`src/rtl/uart_pkg.sv`:
```
// Shared UART definitions: receiver state encoding, oversample ratio and divider helper.
package uart_pkg;

  typedef enum logic [2:0] {
    StIdle,
    StStart,
    StData,
    StParity,
    StStop
  } uart_rx_state_e;

  localparam int unsigned OVERSAMPLE = 16;

  // Clocks per oversample tick, truncated; never below 1 so the divider always advances.
  function automatic int unsigned baud_div(input int unsigned clk_freq, input int unsigned baud,
                                           input int unsigned os);
    int unsigned div;
    div = clk_freq / (baud * os);
    if (div == 0) div = 1;
    return div;
  endfunction

endpackage

```
`src/rtl/uart_baud_tick.sv`:
```
// Baud-rate tick generator: one-clock tick every baud_div() clocks, restartable from zero.
module uart_baud_tick
  import uart_pkg::*;
#(
  parameter int unsigned CLK_FREQ   = 50_000_000,
  parameter int unsigned BAUD_RATE  = 115200,
  parameter int unsigned OVERSAMPLE = 16
) (
  input  logic clk,
  input  logic rst_n,
  input  logic restart,
  output logic tick
);

  localparam int unsigned Div  = baud_div(CLK_FREQ, BAUD_RATE, OVERSAMPLE);
  localparam int unsigned CntW = (Div > 1) ? $clog2(Div) : 1;
  localparam logic [CntW-1:0] CntMax = CntW'(Div - 1);

  logic [CntW-1:0] cnt_q, cnt_d;

  // Tick on the last count; restart takes priority so the next tick is a full period away.
  always_comb begin
    tick  = (cnt_q == CntMax);
    cnt_d = cnt_q + 1'b1;
    if (restart || tick) cnt_d = '0;
  end

  // Divider counter.
  always_ff @(posedge clk or negedge rst_n) begin
    if (!rst_n) cnt_q <= '0;
    else        cnt_q <= cnt_d;
  end

endmodule

```
`src/rtl/uart_rx.sv`:
```
// UART receiver: 16x oversampling, LSB-first data, optional parity, valid/ready output with
// framing, parity and overrun status.
module uart_rx
  import uart_pkg::*;
#(
  parameter int unsigned CLK_FREQ   = 50_000_000,
  parameter int unsigned BAUD_RATE  = 115200,
  parameter int unsigned DATA_BITS  = 8,
  parameter int unsigned PARITY_EN  = 0,
  parameter int unsigned PARITY_ODD = 0
) (
  input  logic                 clk,
  input  logic                 rst_n,
  input  logic                 rx_serial,
  output logic [DATA_BITS-1:0] rx_data,
  output logic                 rx_valid,
  input  logic                 rx_ready,
  output logic                 parity_err,
  output logic                 frame_err,
  output logic                 overrun_err,
  output logic                 rx_busy
);

  localparam logic [3:0] MidTick  = 4'(OVERSAMPLE / 2 - 1);
  localparam logic [3:0] LastTick = 4'(OVERSAMPLE - 1);
  localparam logic [2:0] LastBit  = 3'(DATA_BITS - 1);
  localparam logic       ParOdd   = (PARITY_ODD != 0);
  localparam logic       ParEn    = (PARITY_EN != 0);

  logic                 sync1_q, sync2_q, prev_q, armed_q;
  logic                 tick, start_edge;
  uart_rx_state_e       state_q;
  logic [3:0]           tick_cnt_q;
  logic [2:0]           bit_cnt_q;
  logic [DATA_BITS-1:0] shift_q;
  logic                 frame_perr_q, done_q, stop_ok_q, busy_q;
  logic [DATA_BITS-1:0] data_q;
  logic                 valid_q, perr_q, frame_err_q, overrun_q;

  // A start only counts once the line has been seen idle-high on a tick since reset.
  assign start_edge = armed_q && prev_q && !sync2_q && (state_q == StIdle);

  uart_baud_tick #(
    .CLK_FREQ  (CLK_FREQ),
    .BAUD_RATE (BAUD_RATE),
    .OVERSAMPLE(OVERSAMPLE)
  ) u_baud_tick (
    .clk    (clk),
    .rst_n  (rst_n),
    .restart(start_edge),
    .tick   (tick)
  );

  // Two-flop synchronizer, edge-detect history and arming flag.
  always_ff @(posedge clk or negedge rst_n) begin
    if (!rst_n) begin
      sync1_q <= 1'b1;
      sync2_q <= 1'b1;
      prev_q  <= 1'b1;
      armed_q <= 1'b0;
    end else begin
      sync1_q <= rx_serial;
      sync2_q <= sync1_q;
      prev_q  <= sync2_q;
      if (tick && sync2_q) armed_q <= 1'b1;
    end
  end

  // Frame FSM: mid-bit sampling, shift register, parity check and stop-bit capture.
  always_ff @(posedge clk or negedge rst_n) begin
    if (!rst_n) begin
      state_q      <= StIdle;
      tick_cnt_q   <= '0;
      bit_cnt_q    <= '0;
      shift_q      <= '0;
      frame_perr_q <= 1'b0;
      done_q       <= 1'b0;
      stop_ok_q    <= 1'b0;
      busy_q       <= 1'b0;
    end else begin
      done_q <= 1'b0;
      unique case (state_q)
        StIdle: begin
          if (start_edge) begin
            state_q      <= StStart;
            tick_cnt_q   <= '0;
            bit_cnt_q    <= '0;
            frame_perr_q <= 1'b0;
            busy_q       <= 1'b1;
          end
        end
        StStart: begin
          if (tick) begin
            if (tick_cnt_q == MidTick) begin
              tick_cnt_q <= '0;
              if (!sync2_q) begin
                state_q <= StData;
              end else begin
                // Glitch: back to idle without touching any output.
                state_q <= StIdle;
                busy_q  <= 1'b0;
              end
            end else begin
              tick_cnt_q <= tick_cnt_q + 1'b1;
            end
          end
        end
        StData: begin
          if (tick) begin
            if (tick_cnt_q == LastTick) begin
              tick_cnt_q <= '0;
              shift_q    <= {sync2_q, shift_q[DATA_BITS-1:1]};
              if (bit_cnt_q == LastBit) state_q <= ParEn ? StParity : StStop;
              else                      bit_cnt_q <= bit_cnt_q + 1'b1;
            end else begin
              tick_cnt_q <= tick_cnt_q + 1'b1;
            end
          end
        end
        StParity: begin
          if (tick) begin
            if (tick_cnt_q == LastTick) begin
              tick_cnt_q   <= '0;
              frame_perr_q <= sync2_q ^ (^shift_q) ^ ParOdd;
              state_q      <= StStop;
            end else begin
              tick_cnt_q <= tick_cnt_q + 1'b1;
            end
          end
        end
        StStop: begin
          if (tick) begin
            if (tick_cnt_q == LastTick) begin
              // Return to idle at mid-stop so an early next start edge is still caught.
              tick_cnt_q <= '0;
              stop_ok_q  <= sync2_q;
              done_q     <= 1'b1;
              state_q    <= StIdle;
              busy_q     <= 1'b0;
            end else begin
              tick_cnt_q <= tick_cnt_q + 1'b1;
            end
          end
        end
        default: begin
          state_q <= StIdle;
          busy_q  <= 1'b0;
        end
      endcase
    end
  end

  // Output register: load, overrun/framing pulses and valid/ready handshake.
  always_ff @(posedge clk or negedge rst_n) begin
    if (!rst_n) begin
      data_q      <= '0;
      valid_q     <= 1'b0;
      perr_q      <= 1'b0;
      frame_err_q <= 1'b0;
      overrun_q   <= 1'b0;
    end else begin
      frame_err_q <= 1'b0;
      overrun_q   <= 1'b0;
      if (done_q && stop_ok_q && (!valid_q || rx_ready)) begin
        data_q  <= shift_q;
        perr_q  <= frame_perr_q;
        valid_q <= 1'b1;
      end else begin
        if (valid_q && rx_ready)     valid_q     <= 1'b0;
        if (done_q && stop_ok_q)     overrun_q   <= 1'b1;
        if (done_q && !stop_ok_q)    frame_err_q <= 1'b1;
      end
    end
  end

  assign rx_data     = data_q;
  assign rx_valid    = valid_q;
  assign parity_err  = perr_q;
  assign frame_err   = frame_err_q;
  assign overrun_err = overrun_q;
  assign rx_busy     = busy_q;

endmodule

```
`config.mk`:
```
export PLATFORM = sky130hd
export DESIGN_NAME = uart_rx
export DESIGN_NICKNAME = d
export VERILOG_FILES = /design/src/rtl/uart_pkg.sv /design/src/rtl/uart_baud_tick.sv /design/src/rtl/uart_rx.sv
export SDC_FILE = /design/constraint.sdc
export NUM_CORES = 1
export LEC_CHECK = 0
export ABC_AREA = 0
export BUFFER_PORTS_ARGS = -buffer_cell sky130_fd_sc_hd__buf_4
export CAP_MARGIN = 10
export CORE_AREA = 2 2 68 70
export DETAILED_ROUTE_END_ITERATION = 10
export DIE_AREA = 0 0 70 72
export HOLD_SLACK_MARGIN = 0.15
export MAX_ROUTING_LAYER = met4
export PLACE_DENSITY = 0.66
export SYNTH_ARGS = -nofsm -noshare
export SYNTH_HDL_FRONTEND = slang
export SYNTH_HIERARCHICAL = 1
export SYNTH_SLANG_ARGS = --single-unit
```
`constraint.sdc`:
```
create_clock -name clk -period 2.8 [get_ports clk]
set_clock_uncertainty 0.15 [all_clocks]
set_input_delay 0.42 -clock clk [delete_from_list [all_inputs] [get_ports clk]]
set_output_delay 0.42 -clock clk [all_outputs]
set_load 0.005 [all_outputs]
```
* After elaboration in Yosys (flattened, before gate mapping)
Index checks and enable logic that the tools add are counted.
** Storage, ports and cells
- Register bits :: 43
- Output and inout port bits :: 13
- Logic and storage cells :: 116
** Cells by class
- Add/subtract/negate cells :: 3
- Eq/ne operators :: 21
- Multiplexer cells :: 44
- Bitwise logic cells :: 2
- Reduce and logical (&&, ||, !) cells :: 28
** Operators with widths (count)
- $mux W3 :: 14
- $ne A2 B2 Y1 const B :: 11
- $mux W4 :: 5
- $mux W1 :: 18
- $pmux W3 S5 :: 1
- $pmux W4 S3 :: 1
- $reduce_and A10 Y1 :: 1
- $logic_and A1 B1 Y1 :: 8
- $reduce_and A4 Y1 :: 2
- $reduce_xor A8 Y1 :: 1
- $reduce_and A7 Y1 :: 1
- $eq A3 B2 Y1 const B :: 2
- $eq A3 B3 Y1 const B :: 2
- $pmux W3 S2 :: 1
- $reduce_and A3 Y1 :: 2
- $reduce_bool A2 Y1 :: 3
- $add A5 B1 Y5 const B :: 1
- $eq A5 B5 Y1 const B :: 1
- $mux W5 :: 1
- $reduce_and A5 Y1 :: 1
- $add A4 B1 Y4 const B :: 1
- $eq A4 B3 Y1 const B :: 1
- $eq A4 B4 Y1 const B :: 1
- $ne A2 B1 Y1 const B :: 2
- other kinds (13) :: 16

* Longest topological paths before layout
Gate-level depths: netlist (run 1).
- Depth in word-level cells :: 5
- Depth in mapped cells :: 10
- Depth with buffers taken out :: 8

* Modules after synthesis
Netlist (run 1), hierarchy kept.
** By module, submodules not included
- uart_rx :: instances 1, cells each 147, area an instance 1783.0 sq um, sequential area each 954.7 sq um
- uart_baud_tick :: instances 1, cells each 22, area an instance 284.0 sq um, sequential area each 125.1 sq um

* Worst setup path before layout (run 1)
OpenSTA, ideal clock, no wires.
- Path kind :: register to register
- Start point :: reg u_baud_tick.cnt_q[0]
- End point :: reg state_q[1]
- Library setup time :: 0.121 ns
- Data arrival time :: 1.917 ns
- Setup slack :: 0.612 ns
- Cell stages (with the launch flop) :: 11
- Period minus slack after synthesis :: 2.188 ns
- Path through :: dfrtp_1 -> inv_1 -> ha_1 -> and4b_1 -> buf_6 -> buf_2 -> or3b_1 -> a21oi_1 -> a211oi_1 -> o21ai_1 -> a22o_1
** Between the ends
- Longest elaborated chain between the ends :: 3
** Ends and longest elaborated chain
- from (decl) :: RTL line uart_baud_tick.sv:19 : logic [CntW-1:0] cnt_q, cnt_d;
- from (signal assigned) :: RTL line uart_baud_tick.sv:31 : else cnt_q <= cnt_d;
- $eq A5 B5 Y1 * :: RTL line uart_baud_tick.sv:23 : tick = (cnt_q == CntMax);
- net tick :: RTL line uart_rx.sv:31 : logic tick, start_edge;
- $ne A2 B2 Y1 (no source line)
- $reduce_and A10 Y1 (no source line) *
- to (signal assigned) :: RTL line uart_rx.sv:72 : state_q <= StIdle;
- to (signal assigned) :: RTL line uart_rx.sv:85 : state_q <= StStart;
- to (signal assigned) :: RTL line uart_rx.sv:97 : state_q <= StData;
- to (decl) :: RTL line uart_rx.sv:32 : uart_rx_state_e state_q;
The timed path passes the listed nets; every way through them passes the cells marked *.
A chain may end at the register's enable or synchronous reset.

* Worst setup path after layout (run 1)
Same ends and word-level chain as after synthesis.

==> results of run 1 <==
==> through the flow <==
step	worst slack [ps]	power, mW	instances	hold WS [ps]	util, %
floorplan	612	0.968	169	-25.6	-
global placement	547	1.03	233	201	52.3
detailed placement	464	1.05	233	197	52.3
CTS	453	1.43	243	209	54.8
global route	263	1.50	243	218	54.8
finish	464	1.41	243	208	54.8
==> area by class of cell <==
class | instances | area, um2
clock inverters | 2 | 12.5
inverters | 2 | 12.5
flip-flops and latches | 43 | 1080
well taps | 52 | 65.1
repair buffers | 20 | 155
clock buffers | 6 | 72.6
fillers | 382 | 1930
multi-input cells | 118 | 940
==> path summary, 6_finish.rpt <==
check | depth (start not counted) | endpoint | startpoint | slack (ps)
hold / removal | 0 | sync2_q | sync1_q | 210
min in group asynchronous | 2 | state_q[0] | rst_n | 490
setup reg to reg | 8 | state_q[1] | u_baud_tick/cnt_q[0] | 460
max in group asynchronous | 2 | prev_q | rst_n | 1630
setup / recovery | 8 | state_q[1] | u_baud_tick/cnt_q[0] | 460
hold reg to reg | 0 | sync2_q | sync1_q | 210
==> state kept, by name, summed over array words and instances, names as in the netlist <==
signal	cells
rx_data	8
shift_q	8
u_baud_tick/cnt_q	5
tick_cnt_q	4
bit_cnt_q	3
state_q	3
armed_q	1
done_q	1
frame_err	1
frame_perr_q	1
overrun_err	1
parity_err	1
prev_q	1
rx_busy	1
rx_valid	1
stop_ok_q	1
sync1_q	1
sync2_q	1
==> cells by family (layout without fill, tap and decap cells) <==
logic type / count (synthesis) / count (layout) / synth area share (%)
fa+ha+maj: 5 / 5 / 3.03
simple gates: 52 / 52 / 17.1
compound gates: 32 / 32 / 10.4
xor+xnor: 10 / 10 / 4.60
flops: 43 / 43 / 52.2
mux: 19 / 19 / 10.3
buf+inv: 8 / 30 / 2.30
==> cells in the mapped netlist, drive strengths merged (4+ instances only) <==
library cell,instances,area share [%]
dfrtp,40,48
mux2,18,9.8
nand2,12,2.2
xnor2,10,4.6
a21oi,9,2.9
nor2,9,2.0
o21ai,8,1.9
buf,5,1.5
ha,5,3.0
nand2b,4,1.2
nor3,4,0.97
or3b,4,1.8
==> power by group through the flow <==
stage                     combinational (mW)  sequential, mW  clock, mW
after detailed placement               0.269           0.777          0
after CTS                              0.271           0.767      0.394
after global placement                 0.256           0.773          0
after global routing                   0.297           0.785      0.421
after floorplan                        0.220           0.748          0
final                                  0.265           0.767      0.382
==> metal layers <==
metal,vias to the layer above,track usage (%),wire [um]
li1,645,-,-
met1,652,19.9,1550
met2,27,23.9,1640
met3,6,3.33,108
met4,0,7.05,55
met5,-,-,0
==> out/results.ini, run 1 <==
[run_status]
status = finished, final reports clean

[floorplanning]
die_y_um = 72
rows = 24
start_util_pct = 48.5
ios = 17
die_w_um = 70
fp.coreArea_mm2 = 0.00426
dieArea_mm2 = 0.00504

[critical_path]
cp_cell_sequence = inv_1 > ha_1 > and4b_1 > or3b_1 > a21oi_1 > a211oi_1 > o21ai_1 > a22o_1
path_delay_family = compound AO/OA/AOI/OAI gates
required_ps = 2840
critPathMaxFanout = 8
end_kind = flop
cp.arrival_ps = 2380
critPathLaunchType = flop
cpPeakStageDelay_ps = 430
path_class = reg2reg
worst-path-buf-inv = 1
cpMaxStageDelayCell = dfrtp_1

[global_route]
antenna_found_initial = 0
globalRouteOverflowTotal = 0
grt_pass1_vias = 1324
grt_pass1_wl_um = 6020
grt_max_degree = 44
track_usage_pct = 15.5

[placed_design]
routabilityCongestion = 0.753
hpwl_um = 2370
placed_area_mm2 = 0.00223
io_buffers = 16

[power]
p_seq_share_pct = 54.2
pwr-share-clk_pct = 27.0
internal_power_mw = 0.985
pwr-share-comb_pct = 18.7
swShare_pct = 30.3
leakagePower_nw = 1.10
power_density_mw_per_mm2 = 605
irDropWorstVdd_v = 0.000345
switching_power_mw = 0.429

[synth]
synth_cell_types = 44
yosys_warnings = 6
syn_area_mm2 = 0.00207
synth_cells = 169
synth_edf_count = 0
ys_ff_latch = 43
synth-main-ff-cell = dfrtp_1
syn_area_per_cell_um2 = 12.2
synthArstFlopShare_pct = 100
synth_nets = 178
synth-seq-area-share_pct = 52.2

[timing]
hold_violations = 0
fin_crit_ps = 2340
relSlewSlack_pct = 65.1
max_freq_mhz = 428
finalMaxSlewViolations = 0
tns_ps = 0
setup-violations-final = 0
fin_crit_sh_pct = 83.4
rsz0062_at_grt = false
max_slew.worst_pin.slew_ps = 524

[drt]
drtIter0Drc = 101
drc = 0
via_count = 1330
wire_per_inst_um = 13.8
drtPass1Iterations = 5
vias_per_cell = 5.47
drt_wl_total_um = 3360
ant_nets = 0

[final_layout]
final_layout_size_suffix_gt1_share_pct = 25.7
final_common_cell = dfrtp_1
final_cell_area_mm2 = 0.00234
final_nets = 199
area_delta_synth_final_pct = 13.1
layout_common_cells = 40 x dfrtp_1, 18 x buf_4, 12 x nand2_1
diodes = 0

[cts]
cts_buffer_depth = 2
htree_levels = 2
post_cts_buffers = 0
clk_pin_slew_ps = 80
cts_sinks = 43
cts-buffers-inserted = 5
cts.repair.resized = 0
clock_latency_ps = 290
cts_tree = done
ctsRootBufferMaster = clkbuf_8
ctsHoldBuffers = 2

[min_path]
min_path_type = reg2reg

[flow_run]
cap_violations = 0

Power figures use the tool's default switching activity.
==> inputs of run 2 (changes only) <==
- PLACE_DENSITY: 0.66 -> 0.69
- clock period: 2.8 -> 2.05 ns (I/O delays scaled with it)
==> run 2 against run 1 <==
  * Worst hold slack improved by 1.6 ps
  * Clock power grew 55%
  * Highest routed layer unchanged
  * Register-to-register slack got worse by 410 ps
  * Worst setup slack worse by 410 ps
  * Non-clock buffer count is 9 higher
  * Largest power group unchanged
  * Critical path depth shrank 1
  * First-iteration DRC count fell by 43%
  * Wire length grew 16%
  * Sequential power rose by 37%
==> out/results.ini, run 2 (synthesis gave the netlist of run 1 again) <==
[drt]
drt_wl_total_um = 3910  ; was 3360 um
vias_per_cell = 5.67  ; was 5.47
wire_per_inst_um = 15.5  ; was 13.8 um
drtIter0Drc = 58  ; was 101
ant_nets = 0  ; unchanged
drtPass1Iterations = 4  ; was 5
dr.max_layer_used = met4  ; unchanged
wl_met2_um = 2050  ; was 1640 um
via_count = 1428  ; was 1330
drc = 0  ; unchanged
wl_met3_um = 154  ; was 108 um
wl_met1_um = 1650  ; was 1550 um

[placed_design]
dp.cells = 239  ; was 233
placed_area_mm2 = 0.00229  ; was 0.00223 mm2
routabilityCongestion = 0.894  ; was 0.753
post-place-ws_ps = 53.7  ; was 464 ps
io_buffers = 16  ; unchanged
hpwl_um = 2700  ; was 2370 um

[final_layout]
diodes = 0  ; unchanged
num-fill-cells = 370  ; was 382
final_nets = 208  ; was 199
final_layout_size_suffix_gt1_share_pct = 32.5  ; was 25.7%
final_common_cell = dfrtp_1  ; unchanged
area_delta_synth_final_pct = 18.9  ; was 13.1%
multiInputGateArea_um2 = 971  ; was 940 um2
ff_latch_area_mm2 = 0.00108  ; unchanged
utilization_pct = 57.6  ; was 54.8%
final_cell_area_mm2 = 0.00246  ; was 0.00234 mm2
layout_common_cells = 40 x dfrtp_1, 26 x buf_4, 12 x nand2_1  ; was 40 x dfrtp_1, 18 x buf_4, 12 x nand2_1
finalNonFillerCells = 252  ; was 243

[floorplanning]
die_w_um = 70  ; unchanged
rows = 24  ; unchanged
start_util_pct = 48.5  ; unchanged
ios = 17  ; unchanged
fp.coreArea_mm2 = 0.00426  ; unchanged
dieArea_mm2 = 0.00504  ; unchanged
die_y_um = 72  ; unchanged

[critical_path]
worst-path-buf-inv = 1  ; unchanged
critPathMaxFanout = 4  ; was 8
cpMaxStageDelayCell = dfrtp_1  ; unchanged
cpPeakStageDelay_ps = 410  ; was 430 ps
cp.arrival_ps = 2040  ; was 2380 ps
path_class = reg2reg  ; unchanged
path_delay_family = compound AO/OA/AOI/OAI gates  ; unchanged
cp_cell_sequence = ha_2 > and3_1 > a21oi_1 > buf_4 > a211oi_4 > o21ai_2 > a22o_1  ; was inv_1 > ha_1 > and4b_1 > or3b_1 > a21oi_1 > a211oi_1 > o21ai_1 > a22o_1
required_ps = 2090  ; was 2840 ps
critPathLaunchType = flop  ; unchanged
end_kind = flop  ; unchanged

[power]
total_power_mw = 2.09  ; was 1.41 mW
p_seq_share_pct = 50.0  ; was 54.2%
swShare_pct = 29.7  ; was 30.3%
pwr-share-comb_pct = 21.6  ; was 18.7%
irDropWorstVdd_v = 0.000579  ; was 0.000345 V
switching_power_mw = 0.621  ; was 0.429 mW
leakagePower_nw = 1.15  ; was 1.10 nW
internal_power_mw = 1.47  ; was 0.985 mW
power_density_mw_per_mm2 = 850  ; was 605 mW/mm2
pwr-share-clk_pct = 28.4  ; was 27.0%

[global_route]
globalRouteOverflowTotal = 0  ; unchanged
antenna_found_initial = 0  ; unchanged
grt_pass1_vias = 1407  ; was 1324
grt_max_degree = 44  ; unchanged
grt_pass1_wl_um = 6590  ; was 6020 um
track_usage_pct = 17.2  ; was 15.5%

[timing]
hold_violations = 0  ; unchanged
max_slew.worst_pin.slew_ps = 605  ; was 524 ps
tns_ps = 0  ; unchanged
fin_hold_ws_ps = 209  ; was 208 ps
max_freq_mhz = 500  ; was 428 MHz
fin_ws_ps = 51.0  ; was 464 ps
rsz0062_at_grt = true  ; was false
fin_crit_ps = 2000  ; was 2340 ps
relSlewSlack_pct = 59.5  ; was 65.1%
setup-violations-final = 0  ; unchanged
fin_crit_sh_pct = 97.5  ; was 83.4%
finalMaxSlewViolations = 0  ; unchanged

[cts]
cts_sinks = 43  ; unchanged
htree_levels = 2  ; unchanged
cts-buffers-inserted = 5  ; unchanged
cts_buffer_depth = 2  ; unchanged
ctsRootBufferMaster = clkbuf_8  ; unchanged
cts_tree = done  ; unchanged
clk_pin_slew_ps = 80  ; about the same
clock_latency_ps = 300  ; was 290 ps

[flow_run]
cap_violations = 0  ; unchanged

[run_status]
status = finished, final reports clean  ; unchanged

[min_path]
min_path_type = reg2reg  ; unchanged

## run 2: area by class of cell
cell class              instances  area share [%]
flip-flops and latches         43            43.9
multi-input cells             118            39.5
repair buffers                 29            9.16
clock buffers                   7            3.92
well taps                      52            2.65
inverters                       2           0.509
clock inverters                 1           0.305
## run 2: path summary, 6_finish.rpt
| path | startpoint | end | slack (ps) | cells past startpoint |
|---|---|---|---|---|
| setup / recovery | tick_cnt_q[0] | state_q[1] | 50 | 7 |
| hold / removal | sync1_q | sync2_q | 210 | 0 |
| setup reg to reg | tick_cnt_q[0] | state_q[1] | 50 | 7 |
| hold reg to reg | sync1_q | sync2_q | 210 | 0 |
| max in group asynchronous | rst_n | sync1_q | 980 | 2 |
| min in group asynchronous | rst_n | tick_cnt_q[0] | 380 | 2 |
## run 2: power by group through the flow
stage / Sequential [mW] / Clock (mW) / Combinational [mW]
after floorplan: 1.02 / 0 / 0.310
after global placement: 1.05 / 0 / 0.374
after detailed placement: 1.06 / 0 / 0.399
after CTS: 1.05 / 0.614 / 0.404
after global routing: 1.06 / 0.657 / 0.497
final: 1.05 / 0.593 / 0.452
## run 2: routing by layer
layer / vias to the layer above / global-route usage (%)
met5: - / -
met4: 0 / 6.84
met3: 5 / 4.44
met2: 29 / 28.6
met1: 729 / 20.2
li1: 665 / -
## run 2: repair_timing
action,in CTS,in global routing
hold buffers,3,0
hold endpoints to repair,43,0
resized for setup,0,5
setup buffers,0,2
setup endpoints to repair,0,4
